**config.mk**
```make
export PLATFORM = sky130hd
export DESIGN_NAME = alu_share_arbiter
export DESIGN_NICKNAME = d
export VERILOG_FILES = /design/src/rtl/alu_share_arbiter.sv
export SDC_FILE = /design/constraint.sdc
export NUM_CORES = 1
export LEC_CHECK = 0
export CAP_MARGIN = 20
export CORE_MARGIN = 2
export CORE_UTILIZATION = 40
export DETAILED_ROUTE_END_ITERATION = 10
export PLACE_DENSITY = 0.81
export SYNTH_ARGS = -nofsm -noshare
export SYNTH_HDL_FRONTEND = slang
export SYNTH_SLANG_ARGS = --single-unit
```
**constraint.sdc**
```tcl
create_clock -name clk -period 4.4 [get_ports clk]
set_input_delay 0.88 -clock clk [delete_from_list [all_inputs] [get_ports clk]]
set_output_delay 0.88 -clock clk [all_outputs]
set_load 0.1 [all_outputs]
```
**src/rtl/alu_share_arbiter.sv**
```systemverilog
// Shares one edge-triggered ALU between two requesters: arbitrates, latches operands, pulses alu_enable,
// and returns result/zero to the owner. Optional macro ALU_CMD_CHECK_EN: illegal commands bypass the ALU.
module alu_share_arbiter #(
  parameter int DATA_W     = 32,
  parameter int CMD_W      = 5,
  parameter int FIXED_PRIO = 0
) (
  input  logic              clk,
  input  logic              reset_n,
  input  logic              req0_valid,
  output logic              req0_ready,
  input  logic [CMD_W-1:0]  req0_cmd,
  input  logic [DATA_W-1:0] req0_a,
  input  logic [DATA_W-1:0] req0_b,
  output logic              rsp0_valid,
  input  logic              rsp0_ready,
  output logic [DATA_W-1:0] rsp0_result,
  output logic              rsp0_zero,
  output logic              rsp0_err,
  input  logic              req1_valid,
  output logic              req1_ready,
  input  logic [CMD_W-1:0]  req1_cmd,
  input  logic [DATA_W-1:0] req1_a,
  input  logic [DATA_W-1:0] req1_b,
  output logic              rsp1_valid,
  input  logic              rsp1_ready,
  output logic [DATA_W-1:0] rsp1_result,
  output logic              rsp1_zero,
  output logic              rsp1_err,
  output logic              alu_enable,
  output logic [CMD_W-1:0]  alu_command,
  output logic [DATA_W-1:0] alu_data1,
  output logic [DATA_W-1:0] alu_data2,
  input  logic [DATA_W-1:0] alu_result,
  input  logic              alu_zero,
  output logic              busy
);

  typedef enum logic [2:0] {
    S_IDLE,
    S_SETUP,
    S_FIRE,
    S_CAPTURE,
    S_RESP
  } state_t;

  localparam logic [DATA_W-1:0] ILLEGAL_RESULT = DATA_W'(32'h1111_1111);

  state_t                       r_state;
  state_t                       w_state_next;
  logic                         r_last_grant;
  logic                         r_owner;
  logic                         r_alu_enable;
  logic [CMD_W-1:0]             r_cmd;
  logic [DATA_W-1:0]            r_data1;
  logic [DATA_W-1:0]            r_data2;
  logic [1:0]                   r_rsp_valid;
  logic [1:0][DATA_W-1:0]       r_rsp_result;
  logic [1:0]                   r_rsp_zero;

  logic                         w_any_valid;
  logic                         w_grant;
  logic                         w_accept;
  logic                         w_rsp_hs;
  logic                         w_bypass;
  logic [CMD_W-1:0]             w_sel_cmd;
  logic [DATA_W-1:0]            w_sel_a;
  logic [DATA_W-1:0]            w_sel_b;

  // Arbitration: on contention round-robin favours the port that did not win last time.
  always_comb begin
    w_any_valid = req0_valid | req1_valid;
    if (req0_valid && req1_valid) begin
      w_grant = (FIXED_PRIO != 0) ? 1'b0 : ~r_last_grant;
    end else begin
      w_grant = req1_valid;
    end
    w_accept  = (r_state == S_IDLE) && w_any_valid;
    w_rsp_hs  = (r_state == S_RESP) && (r_owner ? rsp1_ready : rsp0_ready);
    w_sel_cmd = w_grant ? req1_cmd : req0_cmd;
    w_sel_a   = w_grant ? req1_a   : req0_a;
    w_sel_b   = w_grant ? req1_b   : req0_b;
  end

`ifdef ALU_CMD_CHECK_EN
  localparam logic [CMD_W-1:0] CMD_SUB = CMD_W'(5'b00001);
  localparam logic [CMD_W-1:0] CMD_ADD = CMD_W'(5'b00010);
  localparam logic [CMD_W-1:0] CMD_SL  = CMD_W'(5'b00100);
  localparam logic [CMD_W-1:0] CMD_XOR = CMD_W'(5'b01000);
  localparam logic [CMD_W-1:0] CMD_OR  = CMD_W'(5'b10000);
  localparam logic [CMD_W-1:0] CMD_AND = CMD_W'(5'b00111);

  always_comb begin
    w_bypass = 1'b1;
    case (w_sel_cmd)
      CMD_SUB, CMD_ADD, CMD_SL, CMD_XOR, CMD_OR, CMD_AND: w_bypass = 1'b0;
      default: ;
    endcase
  end
`else
  assign w_bypass = 1'b0;
`endif

  always_comb begin
    // NOTE: default first so every path assigns the signal and no latch is inferred.
    w_state_next = r_state;
    case (r_state)
      S_IDLE:    if (w_accept) w_state_next = w_bypass ? S_RESP : S_SETUP;
      S_SETUP:   w_state_next = S_FIRE;
      S_FIRE:    w_state_next = S_CAPTURE;
      S_CAPTURE: w_state_next = S_RESP;
      S_RESP:    if (w_rsp_hs) w_state_next = S_IDLE;
      default:   w_state_next = S_IDLE;
    endcase
  end

  always_ff @(posedge clk or negedge reset_n) begin
    if (!reset_n) begin
      r_state      <= S_IDLE;
      r_last_grant <= 1'b1;
      r_owner      <= 1'b0;
      r_alu_enable <= 1'b0;
      r_cmd        <= '0;
      r_data1      <= '0;
      r_data2      <= '0;
    end else begin
      // NOTE: non-blocking throughout so every flop samples pre-edge values regardless of order.
      r_state      <= w_state_next;
      r_alu_enable <= (w_state_next == S_FIRE);
      if (w_accept) begin
        r_cmd   <= w_sel_cmd;
        r_data1 <= w_sel_a;
        r_data2 <= w_sel_b;
        r_owner <= w_grant;
      end
      if (w_rsp_hs) r_last_grant <= r_owner;
    end
  end

  // Per-port response registers; the non-owner's copy stays cleared.
  always_ff @(posedge clk or negedge reset_n) begin
    if (!reset_n) begin
      // NOTE: these few response flops are reset because they drive outputs that must read 0.
      r_rsp_valid  <= '0;
      r_rsp_result <= '0;
      r_rsp_zero   <= '0;
    end else if (w_accept && w_bypass) begin
      r_rsp_valid[w_grant]  <= 1'b1;
      r_rsp_result[w_grant] <= ILLEGAL_RESULT;
      r_rsp_zero[w_grant]   <= 1'b0;
    end else if (r_state == S_CAPTURE) begin
      r_rsp_valid[r_owner]  <= 1'b1;
      r_rsp_result[r_owner] <= alu_result;
      r_rsp_zero[r_owner]   <= alu_zero;
    end else if (w_rsp_hs) begin
      r_rsp_valid[r_owner]  <= 1'b0;
      r_rsp_result[r_owner] <= '0;
      r_rsp_zero[r_owner]   <= 1'b0;
    end
  end

`ifdef ALU_CMD_CHECK_EN
  logic [1:0] r_rsp_err;

  always_ff @(posedge clk or negedge reset_n) begin
    if (!reset_n) begin
      r_rsp_err <= '0;
    end else if (w_accept && w_bypass) begin
      r_rsp_err[w_grant] <= 1'b1;
    end else if (w_rsp_hs) begin
      r_rsp_err[r_owner] <= 1'b0;
    end
  end

  assign rsp0_err = r_rsp_err[0];
  assign rsp1_err = r_rsp_err[1];
`else
  assign rsp0_err = 1'b0;
  assign rsp1_err = 1'b0;
`endif

  assign req0_ready  = w_accept && (w_grant == 1'b0);
  assign req1_ready  = w_accept && (w_grant == 1'b1);
  assign rsp0_valid  = r_rsp_valid[0];
  assign rsp1_valid  = r_rsp_valid[1];
  assign rsp0_result = r_rsp_result[0];
  assign rsp1_result = r_rsp_result[1];
  assign rsp0_zero   = r_rsp_zero[0];
  assign rsp1_zero   = r_rsp_zero[1];
  assign alu_enable  = r_alu_enable;
  assign alu_command = r_cmd;
  assign alu_data1   = r_data1;
  assign alu_data2   = r_data2;
  assign busy        = (r_state != S_IDLE);

endmodule

```
* Word-level counts from Yosys, hierarchy flattened
Index checks and enable logic that the tools add are counted.
** Operators by class
- Bitwise gates (word level) :: 9
- Magnitude comparators :: 2
- Equality and inequality tests :: 5
- Mux-type cells :: 20
- Reduce and logical (&&, ||, !) cells :: 9
** Operators with widths (number)
- 2-to-1 mux 64 bit :: 2
- 2-to-1 mux 32 bit :: 3
- AND 64 bit :: 1
- bitwise mux 64 bit :: 1
- NOT 64 bit :: 1
- demux 32 bit (select 1 bit) :: 1
- case mux 3 bit (5 select lines) :: 1
- == test 3 x 2 -> 1 bit, second input constant :: 3
- 2-to-1 mux 2 bit :: 4
- logical AND 1 bit :: 6
- 2-to-1 mux 3 bit :: 2
- 2-to-1 mux 5 bit :: 1
- AND 2 bit :: 2
- == test 3 x 1 -> 1 bit, second input constant :: 1
- == test 3 bit, second input constant :: 1
- zero test 3 bit :: 1
- 2-to-1 mux 1 bit :: 3
- nonzero test 3 bit :: 1
- bitwise mux 2 bit :: 1
- less-than comparator 1 x 2 -> 1 bit, second input constant :: 1
- NOT 1 bit :: 2
- NOT 2 bit :: 1
- bitwise OR 2 bit :: 1
- nonzero test 2 bit :: 1
- other kinds (3) :: 3
** Storage, ports and cells
- Output and inout bits :: 143
- Bits of input ports :: 177
- Register bits after elaboration :: 143

* Depth between registers and ports, before layout
Gate-level depths: netlist of run 1.
- Word-level depth :: 8
- Mapped depth :: 6
- Gate-level depth less buffers :: 4

* Worst setup path before layout of run 1
No wires, ideal clock.
- Path type :: input port to output port
- From :: in req1_valid
- To :: out req0_ready
- Data required time :: 3.520 ns
- Stages on the path :: 4
- Setup slack :: -0.043 ns
- Arrival :: 3.563 ns
- Path through :: nor2b_1 > buf_2 > clkbuf_1 > nor3b_1
** On the way
- Cells in the longest elaborated chain, start to end :: 4
- Elaborated cells between the ends (all ways) :: 6
- Those cells by class :: mux (1); bitwise (2); reduce/logical (3)
** Ends and longest elaborated chain
- start, declared :: line 20 : input logic req1_valid,
- logical AND 1 bit :: line 73 : if (req0_valid && req1_valid) begin
- 2-to-1 mux 1 bit :: line 73
- NOT 1 bit :: line 182 : assign req0_ready = w_accept && (w_grant == 1'b0);
- logical AND 1 bit * :: line 182
- end, declared :: line 11 : output logic req0_ready,
Mark *: on every way between the ends. The rest lies on a longest branch, timed or not.

* Worst setup path after layout of run 1
- From :: reg r_state[1]
- To :: out busy
** On the way
- Cells in the longest elaborated chain, start to end :: 1
** Ends and longest elaborated chain
- start, declared :: line 49 : state_t r_state;
- start signal, assigned :: line 128 : r_state <= w_state_next;
- nonzero test 3 bit :: line 194 : assign busy = (r_state != S_IDLE);
- end, declared :: line 36 : output logic busy
No other way between the ends.

==> metrics.cfg, run 1 <==
[global_routing]
grt_pass1_wl_um = 31000
grt_pass1_vias = 5783
antenna_found_initial = 1
grt-ovfl-total = 0
grt_max_degree = 102
grt_use_total_pct = 24.3

[timing]
tightest_slew_ps = 1050
final-hold-violation-count = 0
slew_viol_final = 0
fin_skew_ps = 11.4
setup_violations = 0
fmax_mhz = 307
timing.final.crit_share_pct = 74.1
final.setup.tns_ps = 0
period_needed_ps = 3260
slew_headroom_pct = 29.8
rsz0062_at_grt = no

[cts]
clkTransAtPathRegs_ps = 60
cts_setup_buffers = 0
cts_max_path_buffers = 2
ctsHoldBuffers = 0
htreeDepth = 4
cts_tree = done
cts_resized = 0
cts_sinks = 143
root_buffer = clkbuf_16
cts_inserted_buffers = 17
clk_latency_ps = 420

[floorplan]
initial_core_util_pct = 40.7
fp.coreArea_um2 = 15100
die_w_um = 128
ios = 320
rows = 45
fp.dieArea_um2 = 16400
die_h_um = 128

[synthesis]
synth_top_cell_by_area = dfrtp_1
syn_inst = 504
syn-cell-area_um2 = 6150
synth_commonest_cells = dfrtp_1, nand2_1, nor3_1, a221o_1, a22o_1
synth.avg_cell_area_um2 = 12.2
synth_top_cell_area_share_pct = 57.8
ys_ff_latch = 143
yosys.cell_types.count = 30
ys_top_cells_by_area = dfrtp_1, a221o_1, a22o_1, nor3_1, nand2_1
synth_edf_count = 0
synth_seq_area_share_pct = 58.2
ys.flop_type = dfrtp_1
yosysWarnings = 0
async_reset_ff_share_pct = 100
synth.most_common_cell = dfrtp_1

[placed_design]
dpl.cell_count = 964
dp_hpwl_um = 13600
placed_cell_area_um2 = 9200
gp_congestion = 0.814
port_buffers = 317

[routing]
drc = 0
wirelength_um = 19700
drtIter0Drc = 342
drtAntennaViolNets = 0
post_drt_via_cell_ratio = 5.64
dr.pass1.iters = 5
via_count = 5613
wl_per_cell_um = 19.8

[worst_setup_path]
crit_path_end_kind = output pin
cp_common_cell = buf_4
critPathKind = reg2out
slowest_delay_ps = 520
crit_family = buffers and inverters
start_kind = flip-flop
crit_chain = nor3_2, inv_2, buf_4, buf_4
slowest_stage = buf_4
critPathRequiredTime_ps = 3520
arrival_ps = 2380
crit_fanout = 46
path_buf_inv = 3

[final_layout]
layout.nets = 972
final_cells = 996
antennaDiodeCount = 0
drive_above_1_share_pct = 7.55
final_area_um2 = 9840
area_growth_syn_to_layout_pct = 60.1

[min_path]
hold_path_class = reg2reg

[run_status]
status = finished, final reports clean

[flow_run]
cap_violations = 0

layer usage:
metal	vias up	global-route usage, %	wire length (µm)
li1	2505	-	-
met1	2743	30.1	7710
met2	316	39.9	9660
met3	47	7.55	1740
met4	2	9.76	569
met5	-	0	12
worst register-to-register path: stages (launching register included):
cell	delay, ps
dfrtp_1	510
nor3_2	140
inv_2	390
buf_4	520
nor3_1	180
a221o_1	300
final timing paths:
path | endpoint | slack [ps] | from | cells after the start
max in group asynchronous | r_last_grant | 2940 | reset_n | 2
hold / removal | flip-flop | 480 | flip-flop | 1
hold reg to reg | flip-flop | 480 | flip-flop | 1
min in group asynchronous | rsp1_result[13] | 580 | reset_n | 1
setup reg to reg | alu_data1[23] | 2260 | r_state[1] | 5
setup / recovery | busy | 1140 | r_state[1] | 4
cell type report:
class	instances	area, µm²
Multi-Input combinational cell	303	2120
Clock buffer	19	443
Tap cell	188	235
Inverter	2	7.51
Sequential cell	143	3580
Fill cell	1145	5250
Clock inverter	13	201
Timing Repair Buffer	328	3260
cells in the final DEF, fill, tap and decap left out, types with 2 or more instances in the layout:
cell               n
nor3_1            71
and4bb_2           2
a221o_1           69
dfrtp_1          142
clkinv_4           2
nand2_1           71
inv_8              3
o21ai_0            2
a22o_1            66
bufinv_16          4
conb_1             2
inv_6              2
a21o_1             3
clkbuf_16         17
nor3b_1            2
clkdlybuf4s50_1  312
buf_4             13
through the flow:
step | hold slack (ps) | setup WS [ps] | utilization [%]
floorplan | 473 | 944 | -
finish | 484 | 1140 | 65.2
global placement | 461 | 1500 | 60.9
CTS | 487 | 1100 | 65.2
detailed placement | 474 | 1480 | 60.9
global route | 510 | 965 | 65.2
registers in the layout, indices dropped and copies added (netlist names), named ones only:
name / count
alu_command: 5
alu_data1: 32
alu_data2: 32
alu_enable: 1
r_last_grant: 1
r_owner: 1
r_rsp_zero: 2
r_state: 3
rsp0_result: 32
rsp1_result: 32
cell families (layout without fill, tap and decap cells):
kind of cell           count (synthesis)  count (layout)  share of synthesized area [%]
AO/OA/AOI/OAI                        144             144                           21.8
XOR/XNOR                               1               1                          0.143
buffers and inverters                 59             362                           7.77
flip-flops                           143             143                           58.2
multiplexers                           1               1                          0.163
other                                  1               2                         0.0610
AND/OR/NAND/NOR                      155             155                           11.8
Power of run 1 is not shown: default switching activity piles up to over one toggle a cycle in this logic, so the estimate is an artifact.
==> inputs of run 2 (changes only) <==
==> constraint.sdc (replaced) <==
create_clock -name clk -period 3.4 [get_ports clk]
set_input_delay 0.68 -clock clk [delete_from_list [all_inputs] [get_ports clk]]
set_output_delay 0.68 -clock clk [all_outputs]
set_load 0.1 [all_outputs]
==> metrics.cfg, run 2 (synthesis gave the netlist of run 1 again) <==
[routing]
drtIter0Drc = 324  ; was 342
via_count = 5532  ; was 5613
post_drt_via_cell_ratio = 5.55  ; was 5.64
drtAntennaViolNets = 0  ; unchanged
wl_per_cell_um = 19.7  ; was 19.8 µm
dr.pass1.iters = 5  ; unchanged
drc = 0  ; unchanged
wirelength_um = 19700  ; about the same

[global_routing]
grt_pass1_wl_um = 30400  ; was 31000 µm
grt_use_total_pct = 23.9  ; was 24.3%
grt-ovfl-total = 0  ; unchanged
grt_max_degree = 71  ; was 102
grt_pass1_vias = 5769  ; was 5783
antenna_found_initial = 2  ; was 1

[timing]
period_needed_ps = 2710
fin_skew_ps = 8.70  ; was 11.4 ps
fmax_mhz = 369
timing.final.crit_share_pct = 79.7
final-hold-violation-count = 0  ; unchanged
tightest_slew_ps = 1000  ; was 1050 ps
rsz0062_at_grt = no  ; unchanged
slew_viol_final = 0  ; unchanged
final.setup.tns_ps = 0  ; unchanged
slew_headroom_pct = 32.9  ; was 29.8%
setup_violations = 0  ; unchanged
worst_hold_slack_ps = 232  ; was 484 ps

[worst_setup_path]
start_kind = flip-flop  ; unchanged
critPathCapture = req0_ready  ; was busy
reg2reg_slack_ps = 1260  ; was 2260 ps
reg2reg_depth = 4  ; was 5
crit_fanout = 23  ; was 46
critPathRequiredTime_ps = 2720  ; was 3520 ps
crit_path_end_kind = output pin  ; unchanged
r2r_end = alu_data2[19]  ; was alu_data1[23]
rr_startpoint = r_state[1]  ; unchanged
arrival_ps = 2030  ; was 2380 ps
crit_start = r_state[1]  ; unchanged
critPathKind = reg2out  ; unchanged

[floorplan]
rows = 45  ; unchanged
initial_core_util_pct = 40.7  ; unchanged
die_h_um = 128  ; unchanged
die_w_um = 128  ; unchanged
fp.coreArea_um2 = 15100  ; unchanged
fp.dieArea_um2 = 16400  ; unchanged
ios = 320  ; unchanged

[run_status]
status = finished, final reports clean  ; unchanged

[cts]
ctsHoldBuffers = 0  ; unchanged
cts_inserted_buffers = 17  ; unchanged
cts_max_path_buffers = 2  ; unchanged
clk_latency_ps = 410  ; was 420 ps
cts_resized = 0  ; unchanged
cts_tree = done  ; unchanged
root_buffer = clkbuf_16  ; unchanged
clkTransAtPathRegs_ps = 60  ; about the same
htreeDepth = 4  ; unchanged
cts_sinks = 143  ; unchanged
cts_setup_buffers = 0  ; unchanged

[min_path]
hold_path_class = in2async  ; was reg2reg

[final_layout]
layout.nets = 973  ; was 972
layout_commonest_cell = clkdlybuf4s50_1  ; unchanged
most-common-layout-cells = clkdlybuf4s50_1, dfrtp_1, buf_4  ; was clkdlybuf4s50_1, dfrtp_1, nor3_1, nand2_1, a221o_1
drive_above_1_share_pct = 16.7  ; was 7.55%
area_growth_syn_to_layout_pct = 55.8  ; was 60.1%
antennaDiodeCount = 0  ; unchanged

[placed_design]
port_buffers = 317  ; unchanged
dp_hpwl_um = 13800  ; was 13600 µm
gp_congestion = 0.803  ; was 0.814

[flow_run]
cap_violations = 0  ; unchanged

## run 2: cell count changes in the layout (fill, tap and decap cells not counted)
cell,change
buf_12,+2
buf_4,+72
clkdlybuf4s50_1,-73
bufinv_16,-4
clkinvlp_4,+3
clkbuf_1,-1
clkinv_2,+4
inv_8,-3
## run 2: through the flow
| stage | util [%] | area [µm²] | setup WS, ps | instances |
|---|---|---|---|---|
| floorplan | - | 6160 | 269 | 505 |
| global placement | 60.0 | 9050 | 853 | 965 |
| detailed placement | 60.0 | 9050 | 774 | 965 |
| CTS | 63.5 | 9580 | 679 | 996 |
| global route | 63.5 | 9580 | 568 | 996 |
| finish | 63.5 | 9580 | 689 | 996 |
## run 2: worst min-delay path by stage
stage	from	to	slack (ps)	cells after the start
final	reset_n	rsp0_result[13]	230	1
after global routing	reset_n	rsp0_result[13]	290	1
after CTS	reset_n	rsp0_result[13]	260	1
after detailed placement	flip-flop	flip-flop	470	1
after global placement	flip-flop	flip-flop	470	1
after floorplan	reset_n	async pin	380	0
## run 2: worst max-delay path, stage by stage, from the launching register on
cell     delay (ps)
dfrtp_1         480
nor3_2          360
inv_2           260
nor3b_2         290
buf_12          210
## run 2: per-layer routing
metal / part of all wire (%) / GRT usage (%) / vias to the layer above
met4: 2.3 / 9.05 / 4
met3: 8.3 / 7.39 / 36
met1: 40 / 28.1 / 2703
li1: - / - / 2497
met2: 50 / 41.1 / 292
met5: 0.14 / 0 / -
## run 2: area by class of cell
class	count	area [µm²]
Fill cell	1180	5510
Multi-Input combinational cell	303	2120
Clock inverter	13	90.1
Inverter	2	7.51
Tap cell	188	235
Sequential cell	143	3580
Clock buffer	18	439
Timing Repair Buffer	329	3110
Power of run 2 is left out for the same reason.
==> inputs of run 3 (changes only) <==
==> constraint.sdc (replaced) <==
create_clock -name clk -period 2.75 [get_ports clk]
set_input_delay 0.55 -clock clk [delete_from_list [all_inputs] [get_ports clk]]
set_output_delay 0.55 -clock clk [all_outputs]
set_load 0.1 [all_outputs]
==> metrics.cfg, run 3 (synthesis gave the netlist of run 1 again) <==
[run_status]
status = finished, final reports clean  ; unchanged

[cts]
clkTransAtPathRegs_ps = 60  ; about the same
cts_sinks = 143  ; unchanged
cts_inserted_buffers = 17  ; unchanged
ctsHoldBuffers = 0  ; unchanged
cts_resized = 0  ; unchanged
clk_latency_ps = 410  ; about the same
cts_tree = done  ; unchanged
htreeDepth = 4  ; unchanged
root_buffer = clkbuf_16  ; unchanged
cts_setup_buffers = 0  ; unchanged
cts_max_path_buffers = 2  ; unchanged

[timing]
final.setup.tns_ps = 0  ; unchanged
period_needed_ps = 2500
rsz0062_at_grt = no  ; unchanged
setup_violations = 0  ; unchanged
tightest_slew_ps = 879  ; was 1000 ps
timing.final.crit_share_pct = 91.1
final-hold-violation-count = 0  ; unchanged
fin_skew_ps = 7.78  ; was 8.70 ps
slew_headroom_pct = 41.1  ; was 32.9%
slew_viol_final = 0  ; unchanged
fmax_mhz = 399

[floorplan]
die_h_um = 128  ; unchanged
die_w_um = 128  ; unchanged
fp.coreArea_um2 = 15100  ; unchanged
fp.dieArea_um2 = 16400  ; unchanged
initial_core_util_pct = 40.7  ; unchanged
rows = 45  ; unchanged
ios = 320  ; unchanged

[final_layout]
multi_input_area_um2 = 2120  ; about the same
layout_commonest_cell = clkdlybuf4s50_1  ; unchanged
most-common-layout-cells = clkdlybuf4s50_1, buf_4, dfrtp_1  ; was clkdlybuf4s50_1, dfrtp_1, buf_4
layout.area.seq_um2 = 3580  ; unchanged
layout.nets = 976  ; was 973
antennaDiodeCount = 0  ; unchanged
area_growth_syn_to_layout_pct = 55.3  ; was 55.8%
drive_above_1_share_pct = 24.8  ; was 16.7%
filler_cell_count = 1162  ; was 1180

[global_routing]
grt_use_total_pct = 23.6  ; was 23.9%
grt_max_degree = 144  ; was 71
grt-ovfl-total = 0  ; unchanged
antenna_found_initial = 2  ; unchanged
grt_pass1_vias = 5675  ; was 5769
grt_pass1_wl_um = 30300  ; was 30400 µm

[min_path]
hold_path_class = in2async  ; unchanged

[routing]
via_count = 5613  ; was 5532
wirelength_um = 19700  ; about the same
post_drt_via_cell_ratio = 5.61  ; was 5.55
wl_per_cell_um = 19.7  ; about the same
dr.pass1.iters = 5  ; unchanged
drc = 0  ; unchanged
drtIter0Drc = 364  ; was 324
drtAntennaViolNets = 0  ; unchanged

[worst_setup_path]
critPathCapture = req0_ready  ; unchanged
crit_fanout = 9  ; was 23
critPathRequiredTime_ps = 2200  ; was 2720 ps
reg2reg_slack_ps = 790  ; was 1260 ps
critPathKind = reg2out  ; unchanged
crit_start = r_state[1]  ; unchanged
r2r_end = alu_data1[9]  ; was alu_data2[19]
rr_startpoint = r_state[1]  ; unchanged
crit_path_end_kind = output pin  ; unchanged
arrival_ps = 1950  ; was 2030 ps
start_kind = flip-flop  ; unchanged
reg2reg_depth = 4  ; unchanged

[flow_run]
cap_violations = 0  ; unchanged

[placed_design]
port_buffers = 317  ; unchanged
dp_hpwl_um = 13800  ; about the same
gp_congestion = 0.811  ; was 0.803

## run 3: worst min-delay path by stage
stage / from / end / slack, ps / cells after the start
after CTS: reset_n / rsp0_result[19] / 290 / 2
after global placement: flip-flop / flip-flop / 470 / 1
after floorplan: reset_n / async pin / 250 / 0
after detailed placement: flip-flop / flip-flop / 480 / 1
final: reset_n / rsp0_result[19] / 220 / 2
after global routing: reset_n / rsp0_result[19] / 320 / 2
## run 3: layout make-up
| cell class | instances | share of cell area [%] |
|---|---|---|
| flip-flops and latches | 143 | 37.5 |
| repair buffers | 332 | 31.3 |
| multi-input cells | 303 | 22.2 |
| clock buffers | 21 | 4.72 |
| well taps | 188 | 2.46 |
| clock inverters | 11 | 1.65 |
| inverters | 2 | 0.0786 |
## run 3: worst max-delay path: stages (launching register included)
cell,delay (ps)
dfrtp_1,480
nor3_2,400
inv_2,200
nor3b_4,260
buf_12,210
## run 3: stage by stage
| stage | setup WS [ps] | cells | hold WS, ps | util [%] | area, µm² |
|---|---|---|---|---|---|
| floorplan | 120 | 505 | 254 | - | 6160 |
| global placement | 447 | 968 | 465 | 59.2 | 8940 |
| detailed placement | 362 | 968 | 478 | 59.2 | 8940 |
| CTS | 194 | 1000 | 287 | 63.3 | 9550 |
| global route | 126 | 1000 | 316 | 63.3 | 9550 |
| finish | 246 | 1000 | 220 | 63.3 | 9550 |
## run 3: per-layer routing
layer  up-vias  global-route usage (%)  wire, µm
met5         -                       0        34
met2       315                    39.1      9790
met1      2740                    29.1      7630
met3        44                    6.47      1670
li1       2510                       -         -
met4         4                    10.5       575
Power of run 3 is left out for the same reason.
